===== src/rtl/rtl_cnt_lp_load.sv =====
`default_nettype none
// ============================================================================
//  Module   : rtl_cnt_lp_load
//  Purpose  : N-bit loadable up-counter with a K-bit fast low segment and a
//             lazily settled upper-segment increment. The upper increment is
//             built by a carry vector that advances one bit per cycle. A load
//             starts a SETTLE window of N-K cycles during which increments
//             are refused.
//  Revision : 1.0  initial release
// ============================================================================
module rtl_cnt_lp_load #(
  parameter int N = 64,
  parameter int K = $clog2(N)
) (
  input  logic         clk,
  input  logic         nrst,
  input  logic         cin,
  input  logic         load,
  input  logic [N-1:0] load_val,
  output logic         cin_rdy,
  output logic [N-1:0] counter,
  output logic         cout
);

  localparam int HW = N - K;            // upper (lazy) segment width
  localparam int CW = $clog2(HW + 1);   // settle down-counter width
  localparam logic [CW-1:0] SETTLE_LAST = CW'(HW - 1);

  // Reject parameter sets where the low segment wraps faster than the upper
  // carry vector can settle.
  generate
    if (N < 8 || K < 2 || K >= N || (64'd1 << K) < 64'(N - K + 1)) begin : g_param_check
      $error("rtl_cnt_lp_load: illegal N/K combination");
    end
  endgenerate

  typedef enum logic [0:0] {
    READY  = 1'b0,
    SETTLE = 1'b1
  } state_t;

  state_t          state;
  state_t          state_nxt;
  logic [CW-1:0]   settle_cnt;
  logic [CW-1:0]   settle_cnt_nxt;

  logic [K-1:0]    lo;
  logic [HW-1:0]   hi;
  // lazy_c[j] is the carry into upper bit j+1; the carry into bit 0 is 1.
  logic [HW-1:0]   lazy_c;
  logic [HW:0]     carry;
  logic [HW-1:0]   lazy_c_nxt;
  logic [HW-1:0]   hi_inc;
  logic            hi_cout;
  logic [K:0]      lo_sum;
  logic            lo_wrap;
  logic            accept;

  // Upper-segment increment: each bit is a single XOR against its settled
  // carry, and each carry bit only looks one position down.
  assign carry      = {lazy_c, 1'b1};
  assign lazy_c_nxt = carry[HW-1:0] & hi;
  assign hi_inc     = hi ^ carry[HW-1:0];
  assign hi_cout    = carry[HW];

  // The only carry-propagate adder: K bits plus carry out.
  assign lo_sum  = {1'b0, lo} + {{K{1'b0}}, 1'b1};
  assign lo_wrap = lo_sum[K];

  assign accept  = cin & cin_rdy & ~load;
  assign counter = {hi, lo};

  // State register, settle down-counter and registered ready flag.
  always_ff @(posedge clk) begin
    if (!nrst) begin
      state      <= READY;
      settle_cnt <= '0;
      cin_rdy    <= 1'b1;
    end else begin
      state      <= state_nxt;
      settle_cnt <= settle_cnt_nxt;
      cin_rdy    <= (state_nxt == READY);
    end
  end

  // Next-state logic: a load always (re)opens the settle window.
  always_comb begin
    state_nxt      = state;
    settle_cnt_nxt = settle_cnt;
    case (state)
      READY: begin
        if (load) begin
          state_nxt      = SETTLE;
          settle_cnt_nxt = SETTLE_LAST;
        end
      end
      SETTLE: begin
        if (load) begin
          settle_cnt_nxt = SETTLE_LAST;
        end else if (settle_cnt == '0) begin
          state_nxt      = READY;
        end else begin
          settle_cnt_nxt = settle_cnt - 1'b1;
        end
      end
      default: begin
        state_nxt      = READY;
        settle_cnt_nxt = '0;
      end
    endcase
  end

  // Counter datapath. Whenever the upper segment changes, the carry vector is
  // cleared and re-settles over the next HW cycles; the low segment needs at
  // least 2^K accepted increments before it can wrap again, which is enough.
  always_ff @(posedge clk) begin
    if (!nrst) begin
      lo     <= '0;
      hi     <= '0;
      lazy_c <= '0;   // already the settled carry vector for hi == 0
      cout   <= 1'b0;
    end else if (load) begin
      lo     <= load_val[K-1:0];
      hi     <= load_val[N-1:K];
      lazy_c <= '0;
      cout   <= 1'b0;
    end else if (accept) begin
      lo <= lo_sum[K-1:0];
      if (lo_wrap) begin
        hi     <= hi_inc;
        lazy_c <= '0;
        cout   <= hi_cout;
      end else begin
        lazy_c <= lazy_c_nxt;
        cout   <= 1'b0;
      end
    end else begin
      lazy_c <= lazy_c_nxt;
      cout   <= 1'b0;
    end
  end

endmodule
`default_nettype wire


===== config.mk =====
export PLATFORM = sky130hd
export DESIGN_NAME = rtl_cnt_lp_load
export DESIGN_NICKNAME = d
export VERILOG_FILES = /design/src/rtl/rtl_cnt_lp_load.sv
export SDC_FILE = /design/constraint.sdc
export NUM_CORES = 1
export LEC_CHECK = 0
export CAP_MARGIN = 20
export CORE_MARGIN = 4
export CORE_UTILIZATION = 30
export CTS_BUF_LIST = sky130_fd_sc_hd__clkbuf_2
export CTS_CLUSTER_SIZE = 8
export DETAILED_ROUTE_END_ITERATION = 7
export PLACE_DENSITY = 0.56
export SLEW_MARGIN = 20
export SYNTH_ARGS = -nofsm -noshare
export SYNTH_HDL_FRONTEND = slang
export SYNTH_SLANG_ARGS = --single-unit
export TNS_END_PERCENT = 10

===== constraint.sdc =====
create_clock -name clk -period 1.5 [get_ports clk]
set_input_delay 0.15 -clock clk [delete_from_list [all_inputs] [get_ports clk]]
set_output_delay 0.15 -clock clk [all_outputs]
set_load 0.01 [all_outputs]

==> results of run 1 <==
[flip-flops by register name, indices dropped and copies added, names as in the netlist]
signal	flops
settle_cnt	6
state	1
hi	58
lazy_c	58
cout	1
lo	6
cin_rdy	1
[placed cells by master (no fill, tap or decap), types with 5 or more instances in the layout]
master,Yosys,routed
buf_16,0,5
clkdlybuf4s50_1,0,65
and2_1,58,58
buf_6,4,10
mux2_2,57,57
clkbuf_2,2,19
ha_1,60,59
buf_12,0,10
bufinv_16,0,6
dlygate4sd3_1,0,5
inv_1,6,6
dfxtp_1,131,65
nand2_1,119,119
buf_4,5,57
buf_2,11,57
mux2i_1,58,56
dfxtp_2,0,62
[worst max path at each step]
stage / endpoint / slack, ns / cells after the start / from
finish: hi[49] / -0.16 / 8 / lo[1]
global route: hi[50] / -0.26 / 8 / lo[0]
CTS: hi[49] / -0.17 / 8 / lo[0]
detailed placement: hi[49] / -0.24 / 5 / cin
global placement: hi[10] / -0.18 / 5 / cin
floorplan: hi[10] / -0.02 / 7 / lo[0]
[power groups by stage]
stage	combinational (mW)	sequential, mW	clock [mW]
detailed placement	1.12	3.78	0
global route	1.38	3.72	3.03
finish	1.26	3.69	2.78
global placement	1.09	3.77	0
floorplan	0.525	3.81	0
CTS	1.26	3.69	2.87
[repair_timing]
action,4_1_cts,5_1_grt
resized for setup,332,22
setup endpoints to repair,125,136
hold endpoints to repair,73,0
pin swaps,9,2
hold buffers,5,0
setup buffers,50,1
gates cloned,4,0
[layout make-up]
class / count / area share (%)
antenna: 1 / 0.0292
clock buffer: 17 / 0.994
clock inverter: 14 / 2.75
inverter: 6 / 0.263
multi-input combinational: 409 / 38.4
sequential: 131 / 31.7
tap: 265 / 3.87
timing repair buffer: 212 / 22.0
[stage by stage]
stage / cell area (µm²) / util, %
floorplan: 6110 / -
global placement: 7800 / 39.7
detailed placement: 7800 / 39.7
CTS: 8550 / 43.5
global route: 8560 / 43.5
finish: 8560 / 43.5
[worst min-delay path: cells and delay by family]
kind / cells / cell delay [ns]
compound gates: 2 / 0.19
buf+inv: 1 / 0.40
[kinds of logic (layout without fill, tap and decap cells)]
kind of cell               count (synthesis)  after routing  synth area share [%]
xor gates and xnor gates                   2              2                 0.289
adders and majority gates                 60             60                  12.4
AOI/OAI and AO/OA                         31             31                  4.35
and+or+nand+nor                          201            201                  15.9
other                                      0              1                     0
DFF                                      131            131                  43.2
muxes                                    115            115                  20.1
buffers and inverters                     43            249                  3.73
[per-layer routing]
layer  vias to the layer above  track usage, %  part of all wire [%]
met5                         -               0                     0
met4                         0            4.57                   1.6
met3                        14            4.21                   5.7
met2                       103            23.1                    48
met1                      2217            17.2                    45
li1                       2386               -                     -
==> impl_metrics.ini, run 1 <==
[status]
status = complete, but fails checks
failed_checks = setup timing

[worst_setup_path]
slowest_delay_ns = 0.39
worstPathBufferInverterCount = 4
timing.reg2reg.setup_slack_ns = -0.16
reg2reg_depth = 8
path_max_fanout = 8
critPathArrivalTime_ns = 2.26
worst_ep_required_time_ns = 2.10
timing.critical_path.mode_cell = buf_12
criticalPathCategory = reg2reg
worst_path_max_delay_cell = dfxtp_4
critical_path.top_delay_family = buffers and inverters
timing.critical_path.to_type = flop
critical_path.reg2reg.startpoint = lo[1]
critical_path.startpoint_type = flop
ordered_list_of_cells_on_the_worst_path = buf_6, ha_4, and3_4, a31oi_4, buf_12, buf_12, buf_16, mux2i_2
end_of_the_worst_register_to_register_path = hi[49]

[sta]
final.min_clock_period_ns = 1.66
timing.slew.headroom_pct = 70.7
hold_violations = 0
clock-skew-final_ns = 0.0308
rsz0062_at_grt = yes
max_slew.worst_pin.slew_ns = 0.439
timing.final.max_slew_violations = 0
maxClockFrequency_mhz = 601
total_negative_slack_for_setup_checks_ns = -7.72
setup_violations = 118
layout_worst_path_cycle_share_pct = 111
worst_hold_slack_after_final_layout_ns = 0.0798
setup_slack_ns = -0.164

[power]
power.total_mw = 7.73
sequential_fraction_of_design_power_pct = 47.8
intPower_mw = 5.75
clock_power_share_pct = 35.9
combPwrFrac_pct = 16.3
vdd_ir_max_mv = 0.435
pwr_density_cell_mw_per_mm2 = 903
p_leak_nw = 4.11
total_switching_power_mw = 1.98
sw_frac_of_total_pct = 25.6

[final_layout]
storage_cell_area_mm2 = 0.00272
final-instance-count-excl-fill = 1055
layout-area-overhead-vs-synth_pct = 40.9
layout-drive-gt1-share_pct = 39.2
num-fill-cells = 1936
multi_input_comb_area_mm2 = 0.00328
layout.nets = 905

[detailed_routing]
via_per_inst = 4.47
antenna_violating_nets_post_route = 0
detailroute.via_count = 4720
drtPass1Iterations = 5
drcViolationCount = 0
post_drt_wl_per_cell_um = 14.6
drt_first_iter_violations = 130
drt-total-wl_mm = 15.4

[yosys]
yosys_most_used_dff = dfxtp_1
seq_area_frac_synth_pct = 43.2
post-synth-top-count-cell = dfxtp_1
synth_top_cells_by_count = dfxtp_1, nand2_1, ha_1
synth.yosys.warnings = 0
yosys-top-cells-area = dfxtp_1, ha_1, mux2_2, mux2i_1, nand2_1
yosysUniqueCellTypes = 41
syn-num-nets = 711
async_flop_share_pct = 0
post-synth-top-area-fraction_pct = 43.2
syn_inst = 583
synth.avg_cell_area_um2 = 10.4
synth-edff-count = 0
synth_area_leader_cell = dfxtp_1
synth_seq_cells = 131
netlist_area_mm2 = 0.00607

[cts]
cts_buffers = 17
clock_sinks = 131
cts_h_tree_depth = 4
clock_path_buffers = 2
cts-root-buf = clkbuf_2
worstSkewPairLatency_ns = 0.69
clkTransAtPathRegs_ns = 0.20
cts_tree = done

[die]
number_of_ports_placed_on_the_die_boundary = 134
die_width_um = 150
design.die.area_mm2 = 0.0226
core-area_mm2 = 0.0197
chipHeight_um = 150
placement_rows = 51
start_util_pct = 30.9

[placement]
placement.io_buffers = 133
pre_cts_ws_ns = -0.235
detail_placement_hpwl_mm = 10.1
dpl.cell_count = 964
place_congestion = 0.758

[grt]
track_usage_pct = 13.9
grt_antenna_before_repair = 1
grt_start_max_net_pins = 68
grt_pass1_vias = 5022
grt_pass1_wl_mm = 24.9
grt_overflow = 0

[hold_path]
worst_hold_path_class = in2reg
holdPathEnd = lo[2]
worst_hold_startpoint = load_val[2]
min_delay_path_depth = 3

[flow_run]
cap_violations = 0
(Power assumes the default switching activity.)
==> run 2: changes to the inputs <==
--- a/config.mk
+++ b/config.mk
@@ -6,12 +6,14 @@
 export NUM_CORES = 1
 export LEC_CHECK = 0
 export CAP_MARGIN = 20
+export CELL_PAD_IN_SITES_DETAIL_PLACEMENT = 0
+export CELL_PAD_IN_SITES_GLOBAL_PLACEMENT = 1
 export CORE_MARGIN = 4
 export CORE_UTILIZATION = 30
 export CTS_BUF_LIST = sky130_fd_sc_hd__clkbuf_2
 export CTS_CLUSTER_SIZE = 8
 export DETAILED_ROUTE_END_ITERATION = 7
-export PLACE_DENSITY = 0.56
+export PLACE_DENSITY = 0.69
 export SLEW_MARGIN = 20
 export SYNTH_ARGS = -nofsm -noshare
 export SYNTH_HDL_FRONTEND = slang
==> run 2 against run 1 <==
Against the previous run:
- the run still ends with setup timing left
- first-iteration DRC count fell by 22%
- design area shrank 1.3%
- flip-flop and latch count is the same
- core utilization fell by 0.58 points
- sequential power is essentially flat
- total power shrank 3.1%
- combinational power hardly changed
- worst hold slack better by 0.017 ns
- critical endpoint is now hi[8]
- clock power down 7.9%
- via count up 1.1%
- fmax rose by 3.5%
==> impl_metrics.ini, run 2 (synthesis results as in run 1) <==
[grt]
grt_pass1_vias = 4941
track_usage_pct = 14.1
grt_antenna_before_repair = 0
grt_start_max_net_pins = 73
grt_overflow = 0
grt_pass1_wl_mm = 25.0

[cts]
cts_buffers = 17
clock_sinks = 131
cts_h_tree_depth = 4
worstSkewPairLatency_ns = 0.69
cts_tree = done
cts-root-buf = clkbuf_2
clock_path_buffers = 2
clkTransAtPathRegs_ns = 0.22

[sta]
timing.slew.headroom_pct = 71.0
hold_violations = 0
clock-skew-final_ns = 0.0381
max_slew.worst_pin.slew_ns = 0.429
setup_violations = 58
rsz0062_at_grt = yes
total_negative_slack_for_setup_checks_ns = -3.66
final.min_clock_period_ns = 1.61
worst_hold_slack_after_final_layout_ns = 0.0964
setup_slack_ns = -0.107
timing.final.max_slew_violations = 0
maxClockFrequency_mhz = 622
layout_worst_path_cycle_share_pct = 107

[detailed_routing]
drt-total-wl_mm = 15.7
post_drt_wl_per_cell_um = 14.9
drt_first_iter_violations = 101
via_per_inst = 4.54
drtPass1Iterations = 4
drcViolationCount = 0
antenna_violating_nets_post_route = 0
detailroute.via_count = 4773

[die]
placement_rows = 51
chipHeight_um = 150
number_of_ports_placed_on_the_die_boundary = 134
start_util_pct = 30.9
die_width_um = 150
core-area_mm2 = 0.0197
design.die.area_mm2 = 0.0226

[worst_setup_path]
critical_path.startpoint_type = flop
timing.critical_path.mode_cell = buf_6
slowest_delay_ns = 0.39
timing.critical_path.to_type = flop
critPathArrivalTime_ns = 2.21
worst_ep_required_time_ns = 2.10
criticalPathCategory = reg2reg
critical_path.reg2reg.startpoint = lo[1]
timing.reg2reg.setup_slack_ns = -0.11
cp-startpoint = lo[1]
worstPathBufferInverterCount = 4
end_of_the_worst_register_to_register_path = hi[8]
critical_path.top_delay_family = buffers and inverters
ordered_list_of_cells_on_the_worst_path = buf_6, ha_4, and3_4, a31oi_4, buf_6, buf_12, buf_16, mux2i_1
worst_path_max_delay_cell = dfxtp_4
reg2reg_depth = 8
path_max_fanout = 7

[final_layout]
layout-area-overhead-vs-synth_pct = 39.1
layout.cells.most_common = nand2_1
num-fill-cells = 1937
layout-drive-gt1-share_pct = 38.5
layout.cells.most_common_list = nand2_1, dfxtp_1, clkdlybuf4s50_1
n_antenna_cell = 0
layout.nets = 901
postLayoutCellArea_mm2 = 0.00844
final_core_utilization_pct = 43.0
layout_top_registers = hi (58), lazy_c (58)

[status]
status = complete, but fails checks
failed_checks = setup timing

[hold_path]
holdPathEnd = lo[5]
min_delay_path_depth = 3
worst_hold_path_class = in2reg
worst_hold_startpoint = load_val[5]

[placement]
placement.io_buffers = 133
detail_placement_hpwl_mm = 10.2
postPlaceCellArea_mm2 = 0.00779
place_congestion = 0.752

[power]
pwr_density_cell_mw_per_mm2 = 887
p_leak_nw = 4.06
vdd_ir_max_mv = 0.457

[flow_run]
cap_violations = 0
==> run 2: worst register-to-register path: stages (launching register included) <==
cell and delay, ns:
dfxtp_4 0.39, buf_6 0.12, ha_4 0.14, and3_4 0.16
a31oi_4 0.15, buf_6 0.15, buf_12 0.12, buf_16 0.13
mux2i_1 0.17
==> run 2: report_power, final <==
group          internal [mW]  total [mW]  switching (mW)
clock network           1.11        2.56            1.45
logic                  0.702        1.23           0.531
registers               3.62        3.70          0.0838
total                   5.43        7.49            2.06
==> run 2: how the worst max path moves through the flow <==
stage,cells past startpoint,end
floorplan,7,hi[10]
global placement,5,hi[12]
detailed placement,5,hi[34]
CTS,8,hi[20]
global route,8,hi[13]
finish,8,hi[8]
==> run 2: cell type report <==
cell class	instances	area (µm²)	area share (%)
Clock buffer	17	85.1	1.01
Clock inverter	15	206	2.44
Inverter	6	22.5	0.267
Multi-Input combinational cell	409	3270	38.7
Sequential cell	131	2720	32.2
Tap cell	265	332	3.93
Timing Repair Buffer	208	1820	21.5
==> run 2: what timing repair did <==
action | in CTS | in global routing
pin swaps | 2 | 1
setup endpoints to repair | 125 | 121
endpoints found under the hold margin | 73 | 0
hold buffers | 4 | 0
gates resized for setup | 338 | 15
setup buffers | 49 | 0
gates cloned | 3 | 0
==> run 2: metal layers <==
layer	track usage, %	vias up	wire length, µm	share of wire (%)
met3	4.73	7	957	6.1
met5	0	-	0	0
met1	17.4	2279	7200	46
li1	-	2371	-	-
met2	23.8	116	7410	47
met4	3.48	0	126	0.80
==> run 2: metrics by stage <==
step	setup slack (ns)	std cells	total power [mW]
finish	-0.107	1051	7.49
global route	-0.187	1051	7.88
CTS	-0.119	1051	7.59
detailed placement	-0.176	963	4.90
global placement	-0.128	963	4.87
floorplan	-0.0223	583	4.33
